===== config.mk =====
export PLATFORM = sky130hd
export DESIGN_NAME = iterative_divider
export DESIGN_NICKNAME = d
export VERILOG_FILES = /design/src/rtl/iterative_divider.sv
export SDC_FILE = /design/constraint.sdc
export NUM_CORES = 1
export LEC_CHECK = 0
export ABC_AREA = 1
export BUFFER_PORTS_ARGS = -buffer_cell sky130_fd_sc_hd__buf_2
export CAP_MARGIN = 0
export CELL_PAD_IN_SITES_DETAIL_PLACEMENT = 0
export CELL_PAD_IN_SITES_GLOBAL_PLACEMENT = 1
export CORE_MARGIN = 1.5
export CORE_UTILIZATION = 41
export CTS_BUF_LIST = sky130_fd_sc_hd__clkbuf_4 sky130_fd_sc_hd__clkbuf_8 sky130_fd_sc_hd__clkbuf_16
export DETAILED_ROUTE_END_ITERATION = 7
export GPL_TIMING_DRIVEN = 0
export PLACE_DENSITY_LB_ADDON = 0.3
export SLEW_MARGIN = 20
export SYNTH_ARGS = -nofsm -noshare
export SYNTH_HDL_FRONTEND = slang
export SYNTH_SLANG_ARGS = --single-unit

===== constraint.sdc =====
create_clock -name clk -period 3.1 [get_ports clk]
set_clock_uncertainty 0.05 [all_clocks]
set_input_delay 0.155 -clock clk [delete_from_list [all_inputs] [get_ports clk]]
set_output_delay 0.155 -clock clk [all_outputs]
set_load 0.005 [all_outputs]

===== src/rtl/iterative_divider.sv =====
`default_nettype none
// ============================================================================
// Module  : iterative_divider
// Brief   : Radix-2 restoring divider, 2*WIDTH / WIDTH -> WIDTH quotient and
//           remainder, one quotient bit per clock, valid/ready on both sides.
// Revision: 1.0
// ============================================================================
module iterative_divider #(
  parameter int WIDTH = 27
) (
  input  logic               clk,
  input  logic               rst_n,
  input  logic               in_valid,
  output logic               in_ready,
  input  logic [2*WIDTH-1:0] dividend,
  input  logic [WIDTH-1:0]   divisor,
  output logic               out_valid,
  input  logic               out_ready,
  output logic [WIDTH-1:0]   quotient,
  output logic [WIDTH-1:0]   remainder,
  output logic               div_by_zero,
  output logic               overflow
);

  localparam int               CNT_W  = $clog2(WIDTH + 1);
  localparam logic [CNT_W-1:0] C_LAST = CNT_W'(WIDTH - 1);

  typedef enum logic [1:0] {
    S_IDLE = 2'd0,
    S_CALC = 2'd1,
    S_DONE = 2'd2
  } state_t;

  state_t             r_state;
  logic [WIDTH-1:0]   r_rem;
  logic [WIDTH-1:0]   r_q;
  logic [WIDTH-1:0]   r_div;
  logic [CNT_W-1:0]   r_cnt;

  logic [WIDTH-1:0]   w_hi;
  logic [WIDTH-1:0]   w_lo;
  logic [WIDTH:0]     w_trial;
  logic               w_qbit;
  logic [WIDTH-1:0]   w_rem_next;
  logic [WIDTH-1:0]   w_q_next;

  assign w_hi = dividend[2*WIDTH-1:WIDTH];
  assign w_lo = dividend[WIDTH-1:0];

  // The partial remainder stays below the divisor, so after either branch it
  // fits in WIDTH bits; only the shifted trial value needs the extra bit.
  always_comb begin
    w_trial    = {r_rem, r_q[WIDTH-1]};
    w_qbit     = (w_trial >= {1'b0, r_div});
    w_rem_next = w_qbit ? WIDTH'(w_trial - {1'b0, r_div}) : w_trial[WIDTH-1:0];
    w_q_next   = {r_q[WIDTH-2:0], w_qbit};
  end

  always_ff @(posedge clk or negedge rst_n) begin
    if (!rst_n) begin
      r_state     <= S_IDLE;
      in_ready    <= 1'b1;
      out_valid   <= 1'b0;
      quotient    <= '0;
      remainder   <= '0;
      div_by_zero <= 1'b0;
      overflow    <= 1'b0;
      r_rem       <= '0;
      r_q         <= '0;
      r_div       <= '0;
      r_cnt       <= '0;
    end else begin
      case (r_state)
        S_IDLE: begin
          if (in_valid) begin
            r_div    <= divisor;
            in_ready <= 1'b0;
            if (divisor == '0) begin
              r_state     <= S_DONE;
              out_valid   <= 1'b1;
              div_by_zero <= 1'b1;
              overflow    <= 1'b0;
              quotient    <= '1;
              remainder   <= w_lo;
            end else if (w_hi >= divisor) begin
              // Quotient would need more than WIDTH bits.
              r_state     <= S_DONE;
              out_valid   <= 1'b1;
              div_by_zero <= 1'b0;
              overflow    <= 1'b1;
              quotient    <= '1;
              remainder   <= '0;
            end else begin
              r_state <= S_CALC;
              r_rem   <= w_hi;
              r_q     <= w_lo;
              r_cnt   <= '0;
            end
          end
        end

        S_CALC: begin
          r_rem <= w_rem_next;
          r_q   <= w_q_next;
          r_cnt <= r_cnt + CNT_W'(1);
          if (r_cnt == C_LAST) begin
            r_state     <= S_DONE;
            out_valid   <= 1'b1;
            quotient    <= w_q_next;
            remainder   <= w_rem_next;
            div_by_zero <= 1'b0;
            overflow    <= 1'b0;
          end
        end

        S_DONE: begin
          if (out_ready) begin
            r_state   <= S_IDLE;
            out_valid <= 1'b0;
            in_ready  <= 1'b1;
          end
        end

        default: begin
          r_state   <= S_IDLE;
          out_valid <= 1'b0;
          in_ready  <= 1'b1;
        end
      endcase
    end
  end

endmodule
`default_nettype wire


==> flow_summary_export.csv, run 1 <==
group,metric,value,unit
outcome,outcome,"complete, but fails checks",
outcome,failed_checks,"hold timing",
min_path,holdCritPathClass,"input pin to register",
pwr,powerDensity,1190,mW/mm2
routing,vias,10202,
critical_path,reg2reg_from,"r_rem[10]$_DFFE_PN0P_",
placement,dp.cells,1983,
min_path,worstHoldStart,"out_ready",
clock_network,path_clk_slew,0.08,ns
cells_and_area,final_cells,2050,
critical_path,cp_data_arrival_time,3.09,ns
floorplanning,core_region_area,0.0237,mm2
cells_and_area,n_antenna_cell,0,
sta,hold_ws,-0.00450,ns
sta,rsz0062_at_grt,"false",
floorplanning,die_w,159,um
routing,via_per_inst,4.98,
sta,slew_violations,0,
synthesis,yosysSeqAreaShare,0.366,
synthesis,async_reset_ff_frac,1.00,
synthesis,synth.top_cells.by_area,"dfrtp_1 36%, nand2_1 23%, ha_1 7.0%",
synthesis,synth_warnings,0,
global_route,grt_pass1_vias,9791,
synthesis,synth_cell_types,36,
sta,finalSetupViolations,0,
routing,dr.pass1.iters,5,
cells_and_area,fillers,2533,
min_path,min_path_cells,4,
synthesis,syn_nets,1663,
clock_network,cts_buffers,17,
floorplanning,pin_count,143,
critical_path,crit_family,"buffers and inverters",
synthesis,syn_area,0.00998,mm2
global_route,grt_pass1_wl,52.9,mm
routing,drtAntennaViolNets,0,
routing,wl_per_cell,16.3,um
floorplanning,die_y,159,um
synthesis,synth_top_cell_area_share,0.364,
floorplanning,dieArea,0.0253,mm2
sta,fmax,0.361,GHz
clock_network,hold_buffers,35,
global_route,grt_max_degree,82,
cells_and_area,fin_util,0.511,
synthesis,ys_ff_latch,146,
critical_path,cp_slowest_cell,"dlygate4sd3_1",
clock_network,clockRootBuffer,"clkbuf_16",
critical_path,cp.depth,17,
critical_path,r2r_slack,0.51,ns
pwr,power_leakage,6.89,nW
sta,tightest_slew,0.659,ns
critical_path,cp_common_cell,"nand2_1",
pwr,vdd_drop_max,0.441,mV
critical_path,worstSetupStartpointType,"input pin",
clock_network,cts_max_level,4,
global_route,gr-total-overflow,0,
global_route,antenna_found_initial,0,
critical_path,path_class,"input pin to register",
critical_path,r2r-end,"remainder[1]$_DFFE_PN0P_",
critical_path,cp_max_fo,10,
synthesis,synth.largest_area_cell,"dfrtp_1",
cells_and_area,area_delta_synth_final,21.2,%
critical_path,endpoint_kind,"register",
sta,finalCriticalPeriod,2.77,ns
clock_network,post_cts_buffers,0,
cells_and_area,final_cell_mix,"618 x nand2_1, 183 x inv_1, 161 x buf_2",
placement,gp_congestion,0.896,
cells_and_area,final_common_cell,"nand2_1",
floorplanning,start_util,0.421,
placement,io_buffers,142,
sta,maxSlewHeadroom,0.561,
synthesis,synth-edff-count,0,
clock_network,cts_resized,0,
synthesis,ys.flop_type,"dfrtp_1",
sta,finalHoldViolCount,2,
critical_path,crit_buf_inv,5,
sta,finalCritPeriodShare,0.894,
critical_path,required,3.42,ns
clock_network,clock_sinks,146,
critical_path,ff2ff_path_depth,12,
routing,wirelength,33.5,mm
run,drv_cap,0,
clock_network,cts_tree,"built",
min_path,holdPathEnd,"r_state[1]$_DFFE_PN0P_",
critical_path,cpPeakStageDelay,0.52,ns
placement,place_hpwl,26.7,mm
clock_network,clk_latency,0.44,ns
cells_and_area,final_nets,1860,
synthesis,avgSynthCellArea,6.56,um2
floorplanning,rows,56,
clock_network,clk_path_buf_depth,2,
routing,drtIter0Drc,743,
routing,drc_errors,0,
cells_and_area,drive_above_1_share,0.143,
critical_path,path_cells,"dlygate4sd3_1 -> buf_2 -> inv_1 -> ha_1 -> nand2_1 -> nor2_1 -> nand2_1 -> nor2_1 -> nand3_1 -> nand2_1 -> nor2_1 -> nand3_1 -> nand2_1 -> inv_2 -> clkbuf_1 -> nand2_1 -> nand2_1",
global_route,grt_usage,0.269,
synthesis,syn_inst,1521,
layout make-up:
class | instances | area, um2 | area share
buffer | 52 | 270 | 0.0223
sequential | 146 | 3650 | 0.302
tap | 319 | 399 | 0.0330
multi-input combinational | 1135 | 5350 | 0.442
clock inverter | 15 | 190 | 0.0157
timing repair buffer | 178 | 1100 | 0.0908
inverter | 188 | 707 | 0.0585
clock buffer | 17 | 425 | 0.0352
per-layer routing:
| metal | vias up | global-route usage | routed length, um |
|---|---|---|---|
| met5 | - | 0 | 0 |
| met2 | 311 | 0.430 | 15100 |
| met4 | 0 | 0.0926 | 811 |
| met1 | 4736 | 0.380 | 15900 |
| met3 | 40 | 0.0289 | 1660 |
| li1 | 5115 | - | - |
flip-flops by register name, indices dropped and copies added, names as in the netlist:
name         cells
r_state          2
remainder       27
r_cnt            5
overflow         1
div_by_zero      1
in_ready         1
r_div           27
quotient        27
r_rem           27
r_q             27
out_valid        1
logic make-up (layout without fill, tap and decap cells):
group,Yosys count,in the layout,share of synthesized area
and+or+nand+nor,973,973,0.405
buffers and inverters,240,450,0.0979
DFF,146,146,0.366
AOI/OAI and AO/OA,92,92,0.0470
adders and majority gates,57,57,0.0722
xor gates and xnor gates,13,13,0.0114
tightest hold or removal path, stage by stage:
cell and delay (ns):
buf_2 0.10, nor2_1 0.05, nor2_1 0.09, inv_1 0.04
metrics by stage:
step	instance area, um2	power [W]	setup TNS [ns]	setup WS, ns
global placement	11100	0.0120	-65.37	-0.469
global route	12100	0.0157	0	0.125
CTS	12100	0.0143	0	0.428
detailed placement	11100	0.0121	0	0.528
floorplan	9980	0.00930	0	0.912
finish	12100	0.0143	0	0.327
synth_stat cells (2+ instances only):
cell	instances
nand2_1	618
o21ai_0	58
xor2_1	10
dfrtp_1	145
inv_1	183
nand3_2	4
a21oi_1	22
inv_2	4
nor2_2	5
nor2_1	145
clkbuf_1	23
nand2_2	25
a21o_1	2
nand3b_1	2
xnor2_1	3
or2_2	2
o21ai_1	9
buf_6	4
buf_2	20
buf_1	3
and2_1	2
ha_1	56
nor3_1	3
nand3_1	140
nand4_1	22
how the worst max path moves through the flow:
| stage | from | endpoint | slack [ns] |
|---|---|---|---|
| 2_1_floorplan | r_q[26]$_DFFE_PN0P_ | r_rem[26]$_DFFE_PN0P_ | 0.91 |
| 3_3_place_gp | rst_n | r_div[19]$_DFFE_PN0P_ | -0.47 |
| 3_5_place_dp | divisor[10] | r_rem[3]$_DFFE_PN0P_ | 0.53 |
| 4_1_cts | divisor[10] | r_rem[3]$_DFFE_PN0P_ | 0.43 |
| 5_1_grt | divisor[10] | r_rem[6]$_DFFE_PN0P_ | 0.12 |
| 6_report | divisor[10] | r_rem[10]$_DFFE_PN0P_ | 0.33 |
report_power, final:
group	total [W]	switching, W	internal (W)
clock	0.00220	0.00103	0.00117
sequential	0.00356	0.000702	0.00286
combinational	0.00858	0.00569	0.00289
(Power assumes the default switching activity.)
==> run 2: changes to the inputs <==
--- a/config.mk
+++ b/config.mk
@@ -14,7 +14,6 @@
 export CORE_UTILIZATION = 41
 export CTS_BUF_LIST = sky130_fd_sc_hd__clkbuf_4 sky130_fd_sc_hd__clkbuf_8 sky130_fd_sc_hd__clkbuf_16
 export DETAILED_ROUTE_END_ITERATION = 7
-export GPL_TIMING_DRIVEN = 0
 export PLACE_DENSITY_LB_ADDON = 0.3
 export SLEW_MARGIN = 20
 export SYNTH_ARGS = -nofsm -noshare
==> flow_summary_export.csv, run 2 (synthesis results as in run 1) <==
group,metric,value,unit
critical_path,cp_data_arrival_time,3.14,ns
placement,place_hpwl,24.5,mm
global_route,antenna_found_initial,0,
clock_network,clk_path_buf_depth,2,
placement,io_buffers,142,
sta,maxSlewHeadroom,0.504,
global_route,grt_pass1_vias,9724,
critical_path,crit_start,"r_q[26]$_DFFE_PN0P_",
routing,dr.pass1.iters,4,
clock_network,post_cts_buffers,0,
pwr,vdd_drop_max,0.497,mV
cells_and_area,n_antenna_cell,0,
cells_and_area,final_common_cell,"nand2_1",
critical_path,endpoint_kind,"register",
placement,dp.cells,1945,
clock_network,path_clk_slew,0.07,ns
routing,drtAntennaViolNets,0,
placement,gp_congestion,0.877,
pwr,power_leakage,6.83,nW
cells_and_area,fillers,2518,
floorplanning,dieArea,0.0253,mm2
sta,tightest_slew,0.739,ns
floorplanning,start_util,0.421,
floorplanning,core_region_area,0.0237,mm2
critical_path,worstSetupEndpoint,"remainder[0]$_DFFE_PN0P_",
critical_path,ff2ff_path_depth,15,
cells_and_area,fin_util,0.506,
routing,drc_errors,0,
placement,pre_cts_ws,0.305,ns
critical_path,r2r-end,"remainder[0]$_DFFE_PN0P_",
routing,drtIter0Drc,771,
routing,via_per_inst,4.92,
critical_path,worstSetupStartpointType,"register",
cells_and_area,area_delta_synth_final,20.1,%
clock_network,clockRootBuffer,"clkbuf_16",
sta,finalHoldViolCount,0,
clock_network,cts_resized,0,
global_route,grt_max_degree,77,
sta,finalSetupViolations,0,
cells_and_area,final_nets,1829,
run,drv_cap,0,
min_path,holdCritPathClass,"input pin to register",
cells_and_area,drive_above_1_share,0.139,
clock_network,cts_max_level,4,
floorplanning,rows,56,
critical_path,r2r_slack,0.27,ns
global_route,grt_usage,0.261,
cells_and_area,final_cells,2019,
clock_network,clock_sinks,146,
floorplanning,die_w,159,um
global_route,grt_pass1_wl,52.1,mm
floorplanning,pin_count,143,
critical_path,cp_max_fo,23,
routing,vias,9942,
sta,tns,0,ns
sta,rsz0062_at_grt,"false",
clock_network,cts_buffers,17,
global_route,gr-total-overflow,0,
pwr,powerDensity,1170,mW/mm2
sta,setup_ws,0.271,ns
routing,wirelength,32.3,mm
critical_path,reg2reg_from,"r_q[26]$_DFFE_PN0P_",
critical_path,path_class,"register to register",
sta,slew_violations,0,
critical_path,required,3.41,ns
clock_network,cts_tree,"built",
floorplanning,die_y,159,um
sta,fmax,0.354,GHz
cells_and_area,final_cell_mix,"617 x nand2_1, 183 x inv_1, 145 x nor2_1, 145 x dfrtp_1, 141 x buf_2",
routing,wl_per_cell,16.0,um
pwr,total_power,0.0140,W
sta,finalCritPeriodShare,0.913,
outcome,outcome,"completed",
sta,finalCriticalPeriod,2.83,ns
clock_network,clk_latency,0.43,ns
==> run 2: changes by cell type in the layout (fill, tap and decap cells not counted), moves of 2 or more <==
| cell | before | now |
|---|---|---|
| inv_6 | 3 | 6 |
| buf_2 | 161 | 141 |
| buf_1 | 3 | 0 |
| nor2_2 | 5 | 3 |
| buf_4 | 1 | 13 |
| clkbuf_1 | 23 | 0 |
| nor2_4 | 0 | 3 |
| dlygate4sd3_1 | 35 | 41 |
| clkinv_8 | 4 | 2 |
| buf_6 | 4 | 1 |
==> run 2: cell type report <==
class	instances	area, um2	share of cell area
multi-input cells	1136	5370	0.448
flip-flops and latches	146	3650	0.305
repair buffers	198	1260	0.105
inverters	188	708	0.0591
clock buffers	18	439	0.0366
well taps	319	399	0.0333
clock inverters	14	153	0.0127
==> run 2: worst min-delay path by stage <==
stage                       from                 endpoint  slack (ns)  depth (start not counted)
floorplan                  rst_n  div_by_zero$_DFFE_PN0P_       -0.19                          0
global placement           rst_n     r_div[5]$_DFFE_PN0P_        0.10                          1
detailed placement         rst_n     r_div[6]$_DFFE_PN0P_        0.10                          1
CTS                 dividend[10]      r_q[10]$_DFFE_PN0P_       0.001                          5
global route        dividend[14]      r_q[14]$_DFFE_PN0P_        0.03                          5
finish              dividend[19]      r_q[19]$_DFFE_PN0P_       0.005                          5
==> run 2: stage by stage <==
| step | hold WS [ns] | cell area (um2) |
|---|---|---|
| 2_1_floorplan | -0.191 | 9980 |
| 3_3_place_gp | 0.101 | 11000 |
| 3_5_place_dp | 0.101 | 11000 |
| 4_1_cts | 0.00143 | 12000 |
| 5_1_grt | 0.0345 | 12000 |
| 6_report | 0.00475 | 12000 |
==> run 2: power by group <==
group | internal, W | switching, W | total, W
Clock | 0.00111 | 0.00101 | 0.00212
Sequential | 0.00286 | 0.000702 | 0.00356
Combinational | 0.00282 | 0.00552 | 0.00834
==> run 2: worst max-delay path: stages, from the launching register on <==
cell	delay [ns]
dfrtp_1	0.39
inv_1	0.10
ha_1	0.23
fa_1	0.23
inv_1	0.08
nand3_1	0.08
nand3_2	0.12
nand2_1	0.11
nand3_2	0.11
nand2_2	0.11
nand3_4	0.26
nor2_4	0.56
nand2_2	0.09
nand3_1	0.10
nand2_1	0.05
nand2_1	0.08
==> run 2: timing repair <==
item,4_1_cts,5_1_grt
hold endpoints to repair,86,0
setup endpoints to repair,0,3
hold buffers,41,0
==> run 2: layer usage <==
layer / wire, um / track usage / vias up
met3: 1320 / 0.0320 / 43
met5: 0 / 0 / -
met2: 14900 / 0.424 / 256
met1: 15300 / 0.360 / 4577
li1: - / - / 5066
met4: 766 / 0.0828 / 0
==> run 3: changes to the inputs <==
--- a/config.mk
+++ b/config.mk
@@ -15,6 +15,7 @@
 export CTS_BUF_LIST = sky130_fd_sc_hd__clkbuf_4 sky130_fd_sc_hd__clkbuf_8 sky130_fd_sc_hd__clkbuf_16
 export DETAILED_ROUTE_END_ITERATION = 7
 export PLACE_DENSITY_LB_ADDON = 0.3
+export RECOVER_POWER = 25
 export SLEW_MARGIN = 20
 export SYNTH_ARGS = -nofsm -noshare
 export SYNTH_HDL_FRONTEND = slang
==> flow_summary_export.csv, run 3 (synthesis results as in run 1) <==
group,metric,value,unit
cells_and_area,area_delta_synth_final,19.9,%
sta,fmax,0.352,GHz
pwr,power_leakage,6.77,nW
routing,vias,9955,
cells_and_area,multi_input_area,0.00537,mm2
clock_network,cts_buffers,17,
floorplanning,dieArea,0.0253,mm2
clock_network,cts_tree,"built",
sta,finalCritPeriodShare,0.917,
routing,drtAntennaViolNets,0,
sta,tightest_slew,1.43,ns
placement,io_buffers,142,
critical_path,cp_data_arrival_time,3.16,ns
cells_and_area,final_cell_mix,"617 x nand2_1, 183 x inv_1, 145 x nor2_1, 145 x dfrtp_1, 140 x nand3_1",
cells_and_area,n_antenna_cell,0,
floorplanning,core_region_area,0.0237,mm2
clock_network,path_clk_slew,0.08,ns
routing,drtIter0Drc,721,
floorplanning,die_y,159,um
floorplanning,start_util,0.421,
run,drv_cap,0,
placement,gp_congestion,0.877,
sta,finalCriticalPeriod,2.84,ns
critical_path,r2r_slack,0.26,ns
floorplanning,rows,56,
cells_and_area,register_area,0.00365,mm2
clock_network,cts_resized,0,
routing,via_per_inst,4.93,
pwr,total_power,0.0140,W
sta,finalSetupViolations,0,
pwr,vdd_drop_max,0.497,mV
critical_path,endpoint_kind,"register",
sta,maxSlewHeadroom,0.0474,
clock_network,clk_latency,0.43,ns
critical_path,cp_slowest_cell,"nor2_4",
sta,finalHoldViolCount,0,
cells_and_area,final_nets,1829,
critical_path,reg2reg_from,"r_q[26]$_DFFE_PN0P_",
floorplanning,die_w,159,um
clock_network,clock_sinks,146,
sta,tns,0,ns
routing,dr.pass1.iters,5,
critical_path,crit_family,"simple AND/OR/NAND/NOR gates",
critical_path,ff2ff_path_depth,15,
critical_path,r2r-end,"remainder[0]$_DFFE_PN0P_",
cells_and_area,final_common_cell,"nand2_1",
min_path,worstHoldStart,"dividend[19]",
global_route,grt_max_degree,77,
sta,slew_violations,0,
min_path,min_path_cells,5,
critical_path,required,3.41,ns
critical_path,path_cells,"inv_1 -> ha_1 -> fa_1 -> inv_1 -> nand3_1 -> nand3_2 -> nand2_1 -> nand3_2 -> nand2_2 -> nand3_4 -> nor2_4 -> nand2_2 -> nand3_1 -> nand2_1 -> nand2_1",
global_route,grt_pass1_wl,52.1,mm
critical_path,cpPeakStageDelay,0.57,ns
critical_path,cp_common_cell,"nand2_1",
global_route,gr-total-overflow,0,
global_route,grt_pass1_vias,9724,
routing,wirelength,32.3,mm
min_path,holdPathEnd,"r_q[19]$_DFFE_PN0P_",
clock_network,cts_max_level,4,
critical_path,worstSetupStartpointType,"register",
min_path,holdCritPathClass,"input pin to register",
outcome,outcome,"completed",
routing,drc_errors,0,
cells_and_area,drive_above_1_share,0.129,
cells_and_area,fillers,2529,
floorplanning,pin_count,143,
global_route,grt_usage,0.261,
critical_path,crit_buf_inv,2,
critical_path,path_class,"register to register",
pwr,powerDensity,1170,mW/mm2
global_route,antenna_found_initial,0,
clock_network,clk_path_buf_depth,2,
critical_path,cp.depth,15,
placement,place_hpwl,24.5,mm
clock_network,clockRootBuffer,"clkbuf_16",
routing,wl_per_cell,16.0,um
sta,rsz0062_at_grt,"false",
critical_path,cp_max_fo,23,
==> run 3: cell count changes in the layout (fill, tap and decap cells not counted) <==
| cell | before | now |
|---|---|---|
| buf_2 | 141 | 123 |
| buf_6 | 1 | 0 |
| clkbuf_1 | 0 | 18 |
| clkbuf_2 | 0 | 1 |
==> run 3: worst reg2reg max path, delay by kind of cell (launching register included) <==
kind | cells | cell delay, ns
and+or+nand+nor | 11 | 1.72
adders and majority gates | 2 | 0.45
DFF | 1 | 0.39
buffers and inverters | 2 | 0.18
==> run 3: cell type report <==
class	count	area share
clock buffers	18	0.0367
multi-input cells	1136	0.449
flip-flops and latches	146	0.306
inverters	188	0.0592
repair buffers	198	0.103
well taps	319	0.0334
clock inverters	14	0.0128
==> run 3: repair_timing <==
action                     CTS  global route
hold buffers                41             0
setup buffers                0             0
setup endpoints to repair    0             3
hold endpoints to repair    86             0
==> run 3: worst max path at each step <==
| stage | startpoint | to | slack (ns) |
|---|---|---|---|
| CTS | r_q[26]$_DFFE_PN0P_ | remainder[21]$_DFFE_PN0P_ | 0.29 |
| floorplan | r_q[26]$_DFFE_PN0P_ | r_rem[26]$_DFFE_PN0P_ | 0.91 |
| detailed placement | r_q[26]$_DFFE_PN0P_ | remainder[24]$_DFFE_PN0P_ | 0.30 |
| finish | r_q[26]$_DFFE_PN0P_ | remainder[0]$_DFFE_PN0P_ | 0.26 |
| global placement | r_q[26]$_DFFE_PN0P_ | remainder[11]$_DFFE_PN0P_ | 0.35 |
| global route | r_q[26]$_DFFE_PN0P_ | remainder[0]$_DFFE_PN0P_ | 0.05 |
==> run 3: metrics by stage <==
step           worst slack, ns  hold WS (ns)  instance area, um2  std cells   util
2_1_floorplan            0.912        -0.191                9980       1521      -
3_3_place_gp             0.354         0.101               11000       1945  0.464
3_5_place_dp             0.305         0.101               11000       1945  0.464
4_1_cts                  0.292       0.00143               12000       2018  0.506
5_1_grt                 0.0484        0.0345               12000       2019  0.505
6_report                 0.256       0.00694               12000       2019  0.505
==> run 3: report_power, final <==
| part | switching, W | internal [W] | total (W) |
|---|---|---|---|
| logic | 0.00552 | 0.00279 | 0.00831 |
| registers | 0.000706 | 0.00286 | 0.00356 |
| clock network | 0.00101 | 0.00111 | 0.00212 |
| total | 0.00724 | 0.00675 | 0.0140 |
==> run 3: layer usage <==
layer | GRT usage | vias to the layer above | wire length, um
met2 | 0.424 | 253 | 14900
met4 | 0.0828 | 0 | 765
met5 | 0 | - | 0
met1 | 0.360 | 4599 | 15300
li1 | - | 5058 | -
met3 | 0.0320 | 45 | 1370
